## src/rtl/addsub_arbiter.sv

```systemverilog
// Round-robin arbiter that shares one 4-bit adder/subtractor between two requesters.
// A grant latches the winner's operands; two cycles later the result returns with a one-cycle ack.

module addsub_4bit (
    input  logic       mode_i,
    input  logic [3:0] a_i,
    input  logic [3:0] b_i,
    output logic [3:0] s_o,
    output logic       c_out_o
);
    logic [4:0] sum;

    // Subtract is b + ~a + 1, so the carry out doubles as the no-borrow flag.
    assign sum     = {1'b0, b_i} + {1'b0, a_i ^ {4{mode_i}}} + {4'b0000, mode_i};
    assign s_o     = sum[3:0];
    assign c_out_o = sum[4];
endmodule

module addsub_arbiter #(
    parameter bit PRIORITY_INIT = 1'b0
) (
    input  logic       clk,
    input  logic       rst_n,
    input  logic       req0,
    input  logic       op0,
    input  logic [3:0] a0,
    input  logic [3:0] b0,
    input  logic       req1,
    input  logic       op1,
    input  logic [3:0] a1,
    input  logic [3:0] b1,
    output logic       ack0,
    output logic       ack1,
    output logic [3:0] res,
    output logic       res_c,
    output logic       busy,
    output logic       gnt_id
);
    typedef enum logic [1:0] {IDLE, EXEC, DONE} state_t;

    state_t     state_q, state_d;
    logic       last_gnt_q, last_gnt_d;
    logic       gnt_id_q, gnt_id_d;
    logic       op_q, op_d;
    logic [3:0] a_q, a_d;
    logic [3:0] b_q, b_d;
    logic [3:0] res_q, res_d;
    logic       res_c_q, res_c_d;
    logic       ack0_q, ack0_d;
    logic       ack1_q, ack1_d;
    logic       winner;
    logic [3:0] dp_s;
    logic       dp_c;

    addsub_4bit u_addsub (
        .mode_i  (op_q),
        .a_i     (a_q),
        .b_i     (b_q),
        .s_o     (dp_s),
        .c_out_o (dp_c)
    );

    always_comb begin
        // NOTE: every signal written here gets a default first so no latch is inferred.
        state_d    = state_q;
        last_gnt_d = last_gnt_q;
        gnt_id_d   = gnt_id_q;
        op_d       = op_q;
        a_d        = a_q;
        b_d        = b_q;
        res_d      = res_q;
        res_c_d    = res_c_q;
        ack0_d     = 1'b0;
        ack1_d     = 1'b0;
        winner     = 1'b0;

        case (state_q)
            IDLE: begin
                if (req0 || req1) begin
                    winner     = (req0 && req1) ? ~last_gnt_q : req1;
                    gnt_id_d   = winner;
                    last_gnt_d = winner;
                    op_d       = winner ? op1 : op0;
                    a_d        = winner ? a1 : a0;
                    b_d        = winner ? b1 : b0;
                    state_d    = EXEC;
                end
            end
            EXEC: begin
                res_d   = dp_s;
                res_c_d = dp_c;
                ack0_d  = ~gnt_id_q;
                ack1_d  = gnt_id_q;
                state_d = DONE;
            end
            DONE: begin
                state_d = IDLE;
            end
            default: begin
                state_d = IDLE;
            end
        endcase
    end

    always_ff @(posedge clk) begin
        // NOTE: sequential state uses non-blocking assignments so all registers update together.
        if (!rst_n) begin
            state_q    <= IDLE;
            last_gnt_q <= ~PRIORITY_INIT;
            gnt_id_q   <= 1'b0;
            op_q       <= 1'b0;
            a_q        <= 4'h0;
            b_q        <= 4'h0;
            res_q      <= 4'h0;
            res_c_q    <= 1'b0;
            ack0_q     <= 1'b0;
            ack1_q     <= 1'b0;
        end else begin
            state_q    <= state_d;
            last_gnt_q <= last_gnt_d;
            gnt_id_q   <= gnt_id_d;
            op_q       <= op_d;
            a_q        <= a_d;
            b_q        <= b_d;
            res_q      <= res_d;
            res_c_q    <= res_c_d;
            ack0_q     <= ack0_d;
            ack1_q     <= ack1_d;
        end
    end

    assign ack0   = ack0_q;
    assign ack1   = ack1_q;
    assign res    = res_q;
    assign res_c  = res_c_q;
    assign busy   = (state_q != IDLE);
    assign gnt_id = gnt_id_q;
endmodule

```

## config.mk

```make
export PLATFORM = sky130hd
export DESIGN_NAME = addsub_arbiter
export DESIGN_NICKNAME = d
export VERILOG_FILES = /design/src/rtl/addsub_arbiter.sv
export SDC_FILE = /design/constraint.sdc
export NUM_CORES = 1
export LEC_CHECK = 0
export ABC_AREA = 1
export ABC_CLOCK_PERIOD_IN_PS = 2470
export BUFFER_PORTS_ARGS = -buffer_cell sky130_fd_sc_hd__buf_2
export CAP_MARGIN = 0
export CORE_MARGIN = 3
export CORE_UTILIZATION = 50
export DETAILED_ROUTE_END_ITERATION = 8
export HOLD_SLACK_MARGIN = 0.12
export PLACE_DENSITY = 0.87
export SYNTH_ARGS = -nofsm -noshare
export SYNTH_HDL_FRONTEND = slang
export SYNTH_SLANG_ARGS = --single-unit
```

## constraint.sdc

```tcl
create_clock -name clk -period 2.47 [get_ports clk]
set_input_delay 0.247 -clock clk [delete_from_list [all_inputs] [get_ports clk]]
set_output_delay 0.247 -clock clk [all_outputs]
set_load 0.03 [all_outputs]
```

==> summary.txt, run 1 <==
Status
  • Status: finished, final reports clean

Logic synthesis
  • Synth area leaders: dfxtp_1 (42%), nand2_1 (11%), a31oi_1 (5.9%)
  • Part of the Yosys area used for sequential elements: 42.3%
  • Most instantiated cells after synthesis: nand2_1 (28), dfxtp_1 (20), nor2_1 (10), o21ai_0 (10)
  • Mapped Area: approximately 950 sq um
  • Top-area cell type share of the netlist area: a little over two fifths
  • Post-synth EDFFs: 0
  • Synth Instances: between 100 and 150
  • Asr flop ratio synth: 0%
  • Most numerous cell in the Yosys netlist: nand2_1
  • Synth unique cells: 25
  • Synth Warn #: 0
  • Largest area contributor in the netlist: dfxtp_1
  • Main synth FF type: dfxtp_1
  • Synth Net Count: 149
  • Average size of a mapped cell: slightly below 8 sq um
  • Flops & latches, synth: 20

Setup path
  • Crit path max fanout: 5
  • Most frequent CP cell: nor2_1
  • Slowest stage delay, CP: ~410 ps
  • Reg2reg path depth: 8
  • WP buf/inv: 1
  • CP Launch Type: flop
  • Critical Path RT: 2680 ps
  • Reg2reg start: op_q
  • R2r setup slk: a little under 800 ps
  • Crit-path cells: inv_1 > nand2_1 > and2_1 > fa_1 > a21oi_1 > nor2_1 > nor3_1 > nor2_1
  • Worst setup EP type: flop
  • Crit path max-delay family: simple AND/OR/NAND/NOR gates
  • Critical path arrival: 1890 ps
  • Reg-to-reg endpoint: res_c
  • Critical path's slowest cell: fa_1
  • CP Class: reg -> reg

Global route
  • GRT Total Usage: 17.3%
  • Largest net degree at the start of global routing: 21
  • Initial antenna violation count: 0
  • Gr ovfl total: 0
  • Vias in the first global route: 816
  • First-pass GRT wire length: 3.29 mm

Drt
  • DRT Wirelength: ~1.9 mm
  • Post-route ant nets: 0
  • Wire length per cell: ~11 microns
  • Starting DRC count in detailed routing: 19
  • DR vias/cell: 4.81
  • Drt first pass iters: 4
  • DR vias: between 800 and 900
  • DRC Markers: 0

Finish
  • Register area: about 400 sq um
  • Footprint of the multi-input gates: 467 sq um
  • Ant diodes: 0
  • Share of layout cells above drive strength 1: between 20 and 30%
  • Final nets: 181
  • Area Overhead vs Synth: 22.2%
  • Fill cell count: roughly 180
  • Final Cell Area: 0.00116 sq mm

STA
  • Relative max-transition margin: around 74%
  • Setup TNS: 0 ps
  • Crit path time final: about 1700 ps
  • Final clock skew: 2.66 ps
  • Highest Clock Rate: 595 MHz
  • Final setup viols: 0
  • Hold_ws: 185 ps
  • Final period utilization: 68.0%
  • Worst slew pin tran: 389 ps
  • Final slew viol count: 0
  • Hold Violations, Final: 0
  • Unrepaired setup endpoints after global routing: false

Power and ir drop
  • Max IR drop VDD: between 500 and 600 uV
  • Leakage: 0.586 nW
  • Pwr dens: 754 mW/mm^2
  • Design Power: 872 uW

Clock network
  • H-Tree Depth: 1
  • Clk slew on worst S/H paths: 110 ps
  • Hold Buf Count CTS: 0
  • Max clock buf depth: 2
  • Post-cts gate resize count: 0
  • Clk root buf: clkbuf_4
  • Worst skew pair latency: 300 ps
  • Clock buffers created by TritonCTS: 3
  • Sink Count: 20
  • Post-CTS Setup Bufs: 0
  • CTS tree: done

Hold path
  • Hold Crit Start: a0[0]
  • Hold depth: 3
  • Hold Path Sink: a_q[0]
  • Worst hold-check path type: in -> reg

Floorplan
  • Ports: 31
  • Die height: 49.5 microns
  • Initial Utilization: between 50% and 60%
  • Row count: 15
  • Die area: 0.00245 sq mm
  • Die width: 49.5 microns
  • Core area: 0.00176 sq mm

Placement
  • GP Congestion: 0.800
  • DP Wirelength: 1.40 mm
  • PortBufs: 30
  • Post-place instance area: 0.00110 sq mm

Run
  • Max-Cap Viols: 0
## how the worst max path moves through the flow
stage	start	endpoint	slack (ps)	cells past startpoint
2_1_floorplan	op_q	res_c	1040	8
3_3_place_gp	op_q	res_c	930	8
3_5_place_dp	op_q	res_c	910	8
4_1_cts	op_q	res_c	810	8
5_1_grt	op_q	res_c	650	8
6_report	op_q	res_c	790	8
## worst register-to-register path: stages (launching register included)
cell,delay (ps)
dfxtp_1,390
inv_1,90
nand2_1,70
and2_1,150
fa_1,410
a21oi_1,210
nor2_1,50
nor3_1,160
nor2_1,50
## cell type report
type / count / area share, %
timing repair buffer: 30 / 13.0
tap: 25 / 2.70
inverter: 15 / 4.86
clock inverter: 1 / 2.59
multi-input combinational: 85 / 40.3
sequential: 20 / 34.6
clock buffer: 3 / 1.95
## power breakdown
group	total (mW)	internal (mW)	switching, mW
clock network	0.267	0.164	0.103
logic	0.227	0.0863	0.141
registers	0.379	0.356	0.0226
## sequential cells by signal, indices dropped and copies added, names as in the netlist
| signal | count |
|---|---|
| op_q | 1 |
| a_q | 4 |
| res | 4 |
| ack0 | 1 |
| last_gnt_q | 1 |
| state_q | 2 |
| gnt_id | 1 |
| res_c | 1 |
| b_q | 4 |
| ack1 | 1 |
## cell families after synthesis
kind of cell    after synthesis  synth area share [%]
xor+xnor                      4                  3.70
buf+inv                      18                  8.45
compound gates               26                  15.6
flops                        20                  42.3
simple gates                 51                  23.9
fa+ha+maj                     4                  6.08
## per-layer routing
metal  track usage (%)  part of all wire (%)
met1              18.0                    43
met4              8.29                   1.6
met5                 0                     0
met3              2.72                   6.2
met2              33.0                    49
## cells in the final DEF, fill, tap and decap left out, drive strengths merged
cell and instances:
o21ai 12, xnor2 1, ha 3, clkinv 1, nor3 1, o211ai 1, xor2 3, nand2 31
a31oi 9, clkbuf 3, nand3 5, bufinv 1, buf 30, nor2 13, dfxtp 20, inv 14
fa 1, a21oi 4, and2 1
## through the flow
step / worst slack (ps) / utilization [%] / instances
global placement: 929 / 62.6 / 175
global route: 650 / 65.6 / 179
CTS: 814 / 65.6 / 179
floorplan: 1040 / - / 123
finish: 790 / 65.6 / 179
detailed placement: 911 / 62.6 / 175
Note: power is estimated with default switching activity, not from simulation.
==> run 2, diff against run 1 <==
ABC_AREA = 0   (was 1)
ABC_CLOCK_PERIOD_IN_PS = 1600   (was 2470)
CORE_UTILIZATION = 49   (was 50)
PLACE_DENSITY = 0.85   (was 0.87)
clock period = 1.6 ns   (was 2.47 ns; I/O delays follow)
==> run 2 against run 1 <==
  * Clock power shrank 10%
  * Sequential share of layout area shrank 1.4 points
  * Final cell count shrank 12%
  * Utilization grew 0.93 points
  * Register-to-register slack lost 730 ps
==> summary.txt, run 2 <==
Setup path
  • CP Class: reg -> reg (unchanged)
  • Critical path arrival: 1740 ps (was 1890 ps)
  • CP Launch Type: flop (unchanged)
  • Critical path's slowest cell: dfxtp_1 (was fa_1)
  • Critical path depth: 5 (was 8)
  • Most frequent CP cell: a21oi_1 (was nor2_1)
  • Critical Path RT: 1800 ps (was 2680 ps)
  • Slowest stage delay, CP: 360 ps (was 410 ps)
  • R2r setup slk: 60 ps (was 790 ps)
  • Worst setup EP type: flop (unchanged)
  • CP startpoint: a_q[0] (was op_q)
  • Crit path max-delay family: compound AO/OA/AOI/OAI gates (was simple AND/OR/NAND/NOR gates)
  • Worst Setup EP: res_c (unchanged)
  • Crit path max fanout: 3 (was 5)
  • Crit-path cells: mux2_4 > fa_2 > a21o_1 > a21oi_1 > a21oi_1 (was inv_1 > nand2_1 > and2_1 > fa_1 > a21oi_1 > nor2_1 > nor3_1 > nor2_1)
  • Reg-to-reg endpoint: res_c (unchanged)
  • Reg2reg start: a_q[0] (was op_q)
  • Reg2reg path depth: 5 (was 8)
  • WP buf/inv: 0 (was 1)

Finish
  • Final nets: 160 (was 181)
  • Most common cell after layout, fill and taps aside: buf_2 (unchanged)
  • Final non-filler cell total: 157 (was 179)
  • Area Overhead vs Synth: 22.7% (was 22.2%)
  • Share of layout cells above drive strength 1: 35.6% (was 29.9%)
  • Most frequent cells in the layout: buf_2 (30), dfxtp_1 (19), a21oi_1 (13) (was buf_2 (30), nand2_1 (28), dfxtp_1 (20))
  • Final Cell Area: 0.00121 sq mm (was 0.00116 sq mm)
  • Fill cell count: 150 (was 175)
  • Ant diodes: 0 (unchanged)

Placement
  • PortBufs: 30 (unchanged)
  • GP Congestion: 0.791 (was 0.800)
  • DP Wirelength: 1.51 mm (was 1.40 mm)
  • Placed Cells incl. Taps: 152 (was 175)
  • Post-place instance area: 0.00115 sq mm (was 0.00110 sq mm)

Clock network
  • Clk slew on worst S/H paths: 110 ps (about the same)
  • Hold Buf Count CTS: 0 (unchanged)
  • CTS tree: done (unchanged)
  • Clock buffers created by TritonCTS: 3 (unchanged)
  • Worst skew pair latency: 300 ps (about the same)
  • H-Tree Depth: 1 (unchanged)
  • Sink Count: 20 (unchanged)
  • Max clock buf depth: 2 (unchanged)
  • Clk root buf: clkbuf_4 (unchanged)

Power and ir drop
  • Max IR drop VDD: 561 uV (was 513 uV)
  • Leakage: 0.563 nW (was 0.586 nW)
  • Pwr dens: 1020 mW/mm^2 (was 754 mW/mm^2)

Floorplan
  • Row count: 15 (unchanged)
  • Die width: 50.9 microns (was 49.5 microns)
  • Initial Utilization: 54.2% (was 53.7%)
  • Ports: 31 (unchanged)
  • Core area: 0.00182 sq mm (was 0.00176 sq mm)
  • Die height: 50.9 microns (was 49.5 microns)
  • Die area: 0.00259 sq mm (was 0.00245 sq mm)

Logic synthesis
  • Mapped Area: 987 sq um (was 947 sq um)
  • Synth area leaders: dfxtp_1 (41%), mux2i_1 (10%), a211oi_1 (8.4%) (was dfxtp_1 (42%), nand2_1 (11%), a31oi_1 (5.9%))
  • Post-synth EDFFs: 0 (unchanged)
  • Synth Warn #: 0 (unchanged)
  • Largest area contributor in the netlist: dfxtp_1 (unchanged)
  • Most numerous cell in the Yosys netlist: dfxtp_1 (was nand2_1)
  • Flops & latches, synth: 20 (unchanged)
  • Main synth FF type: dfxtp_1 (unchanged)
  • Synth unique cells: 30 (was 25)
  • Asr flop ratio synth: 0% (unchanged)
  • Average size of a mapped cell: 10.1 sq um (was 7.70 sq um)
  • Top-area cell type share of the netlist area: 40.6% (was 42.3%)
  • Synth Instances: 98 (was 123)
  • Synth Net Count: 124 (was 149)
  • Part of the Yosys area used for sequential elements: 40.6% (was 42.3%)
  • Most instantiated cells after synthesis: dfxtp_1 (20), a21oi_1 (13), a211oi_1 (11) (was nand2_1 (28), dfxtp_1 (20), nor2_1 (10), o21ai_0 (10))

Global route
  • Vias in the first global route: 790 (was 816)
  • Largest net degree at the start of global routing: 15 (was 21)
  • Gr ovfl total: 0 (unchanged)
  • GRT Total Usage: 17.2% (was 17.3%)
  • Initial antenna violation count: 0 (unchanged)
  • First-pass GRT wire length: 3.33 mm (was 3.29 mm)

STA
  • Hold Violations, Final: 0 (unchanged)
  • Final setup viols: 0 (unchanged)
  • Setup TNS: 0 ps (unchanged)
  • Highest Clock Rate: 650 MHz (was 595 MHz)
  • Unrepaired setup endpoints after global routing: false (unchanged)
  • Hold_ws: 128 ps (was 185 ps)
  • Worst slew pin tran: 424 ps (was 389 ps)
  • Final period utilization: 96.2% (was 68.0%)
  • Relative max-transition margin: 71.7% (was 74.0%)
  • Final slew viol count: 0 (unchanged)
  • Crit path time final: 1540 ps (was 1680 ps)
  • Final clock skew: 5.44 ps (was 2.66 ps)

Drt
  • Starting DRC count in detailed routing: 13 (was 19)
  • Wire length per cell: 12.6 microns (was 10.8 microns)
  • Post-route ant nets: 0 (unchanged)
  • DRC Markers: 0 (unchanged)
  • DRT Wirelength: 1.98 mm (was 1.93 mm)
  • Drt first pass iters: 4 (unchanged)
  • DR vias/cell: 5.32 (was 4.81)
  • DR vias: 835 (was 861)

Status
  • Status: finished, final reports clean (unchanged)

Hold path
  • Worst hold-check path type: in -> reg (unchanged)

Run
  • Max-Cap Viols: 0 (unchanged)
run 2: cell types whose count changed in the layout (fill, tap and decap cells not counted), moves of 3 or more:
cell      before  now
a31oi_1        9    0
nand2_1       28    3
o21ai_0       10    3
nor2_1        10    4
a21oi_1        3   13
inv_1          9    1
a211oi_1       0   11
nand3_1        5    0
inv_2          5    1
buf_4          0    6
nand2_2        3    0
mux2i_1        0   10
run 2: through the flow:
step	power, mW	utilization [%]	worst slack (ps)
2_1_floorplan	0.871	-	38.9
3_3_place_gp	0.952	63.4	51.7
3_5_place_dp	0.966	63.4	-29.4
4_1_cts	1.20	65.1	7.42
5_1_grt	1.31	66.5	2.33
6_report	1.23	66.5	61.5
run 2: timing repair:
action	4_1_cts	5_1_grt
buffers inserted	0	2
gates resized for setup	2	2
cloned	0	0
endpoints found under the setup margin	1	2
pin swaps	0	1
run 2: layer usage:
layer	part of all wire (%)	GRT usage, %	vias to the layer above	wire [microns]
met4	2.6	10.3	0	51
met2	48	30.4	32	952
li1	-	-	428	-
met1	43	19.0	370	850
met5	0	0	-	0
met3	6.6	3.21	5	131
run 2: cell families (layout without fill, tap and decap cells):
group	after synthesis	after routing	synth area share, %
buf+inv	7	41	5.20
xor+xnor	5	5	4.44
compound gates	32	32	21.0
fa+ha+maj	4	4	5.83
simple gates	19	19	11.3
flops	20	20	40.6
mux	11	11	11.7
run 2: cell type report:
type | count | area, sq um | share of cell area (%)
clock buffers | 3 | 22.5 | 1.86
well taps | 25 | 31.3 | 2.58
flip-flops and latches | 20 | 402 | 33.2
repair buffers | 36 | 195 | 16.1
inverters | 2 | 7.51 | 0.620
multi-input cells | 71 | 553 | 45.7
run 2: power breakdown:
| group | total, mW | internal [mW] | switching, mW |
|---|---|---|---|
| logic | 0.404 | 0.187 | 0.217 |
| clock network | 0.239 | 0.0879 | 0.151 |
| registers | 0.591 | 0.551 | 0.0397 |
| total | 1.23 | 0.827 | 0.408 |
run 2: worst min-delay path by stage:
stage | start | to | slack (ps) | depth (start not counted)
floorplan | rst_n | last_gnt_q | 240 | 1
detailed placement | rst_n | last_gnt_q | 430 | 2
global route | rst_n | last_gnt_q | 140 | 2
global placement | rst_n | last_gnt_q | 410 | 2
finish | rst_n | last_gnt_q | 130 | 2
CTS | rst_n | last_gnt_q | 120 | 2
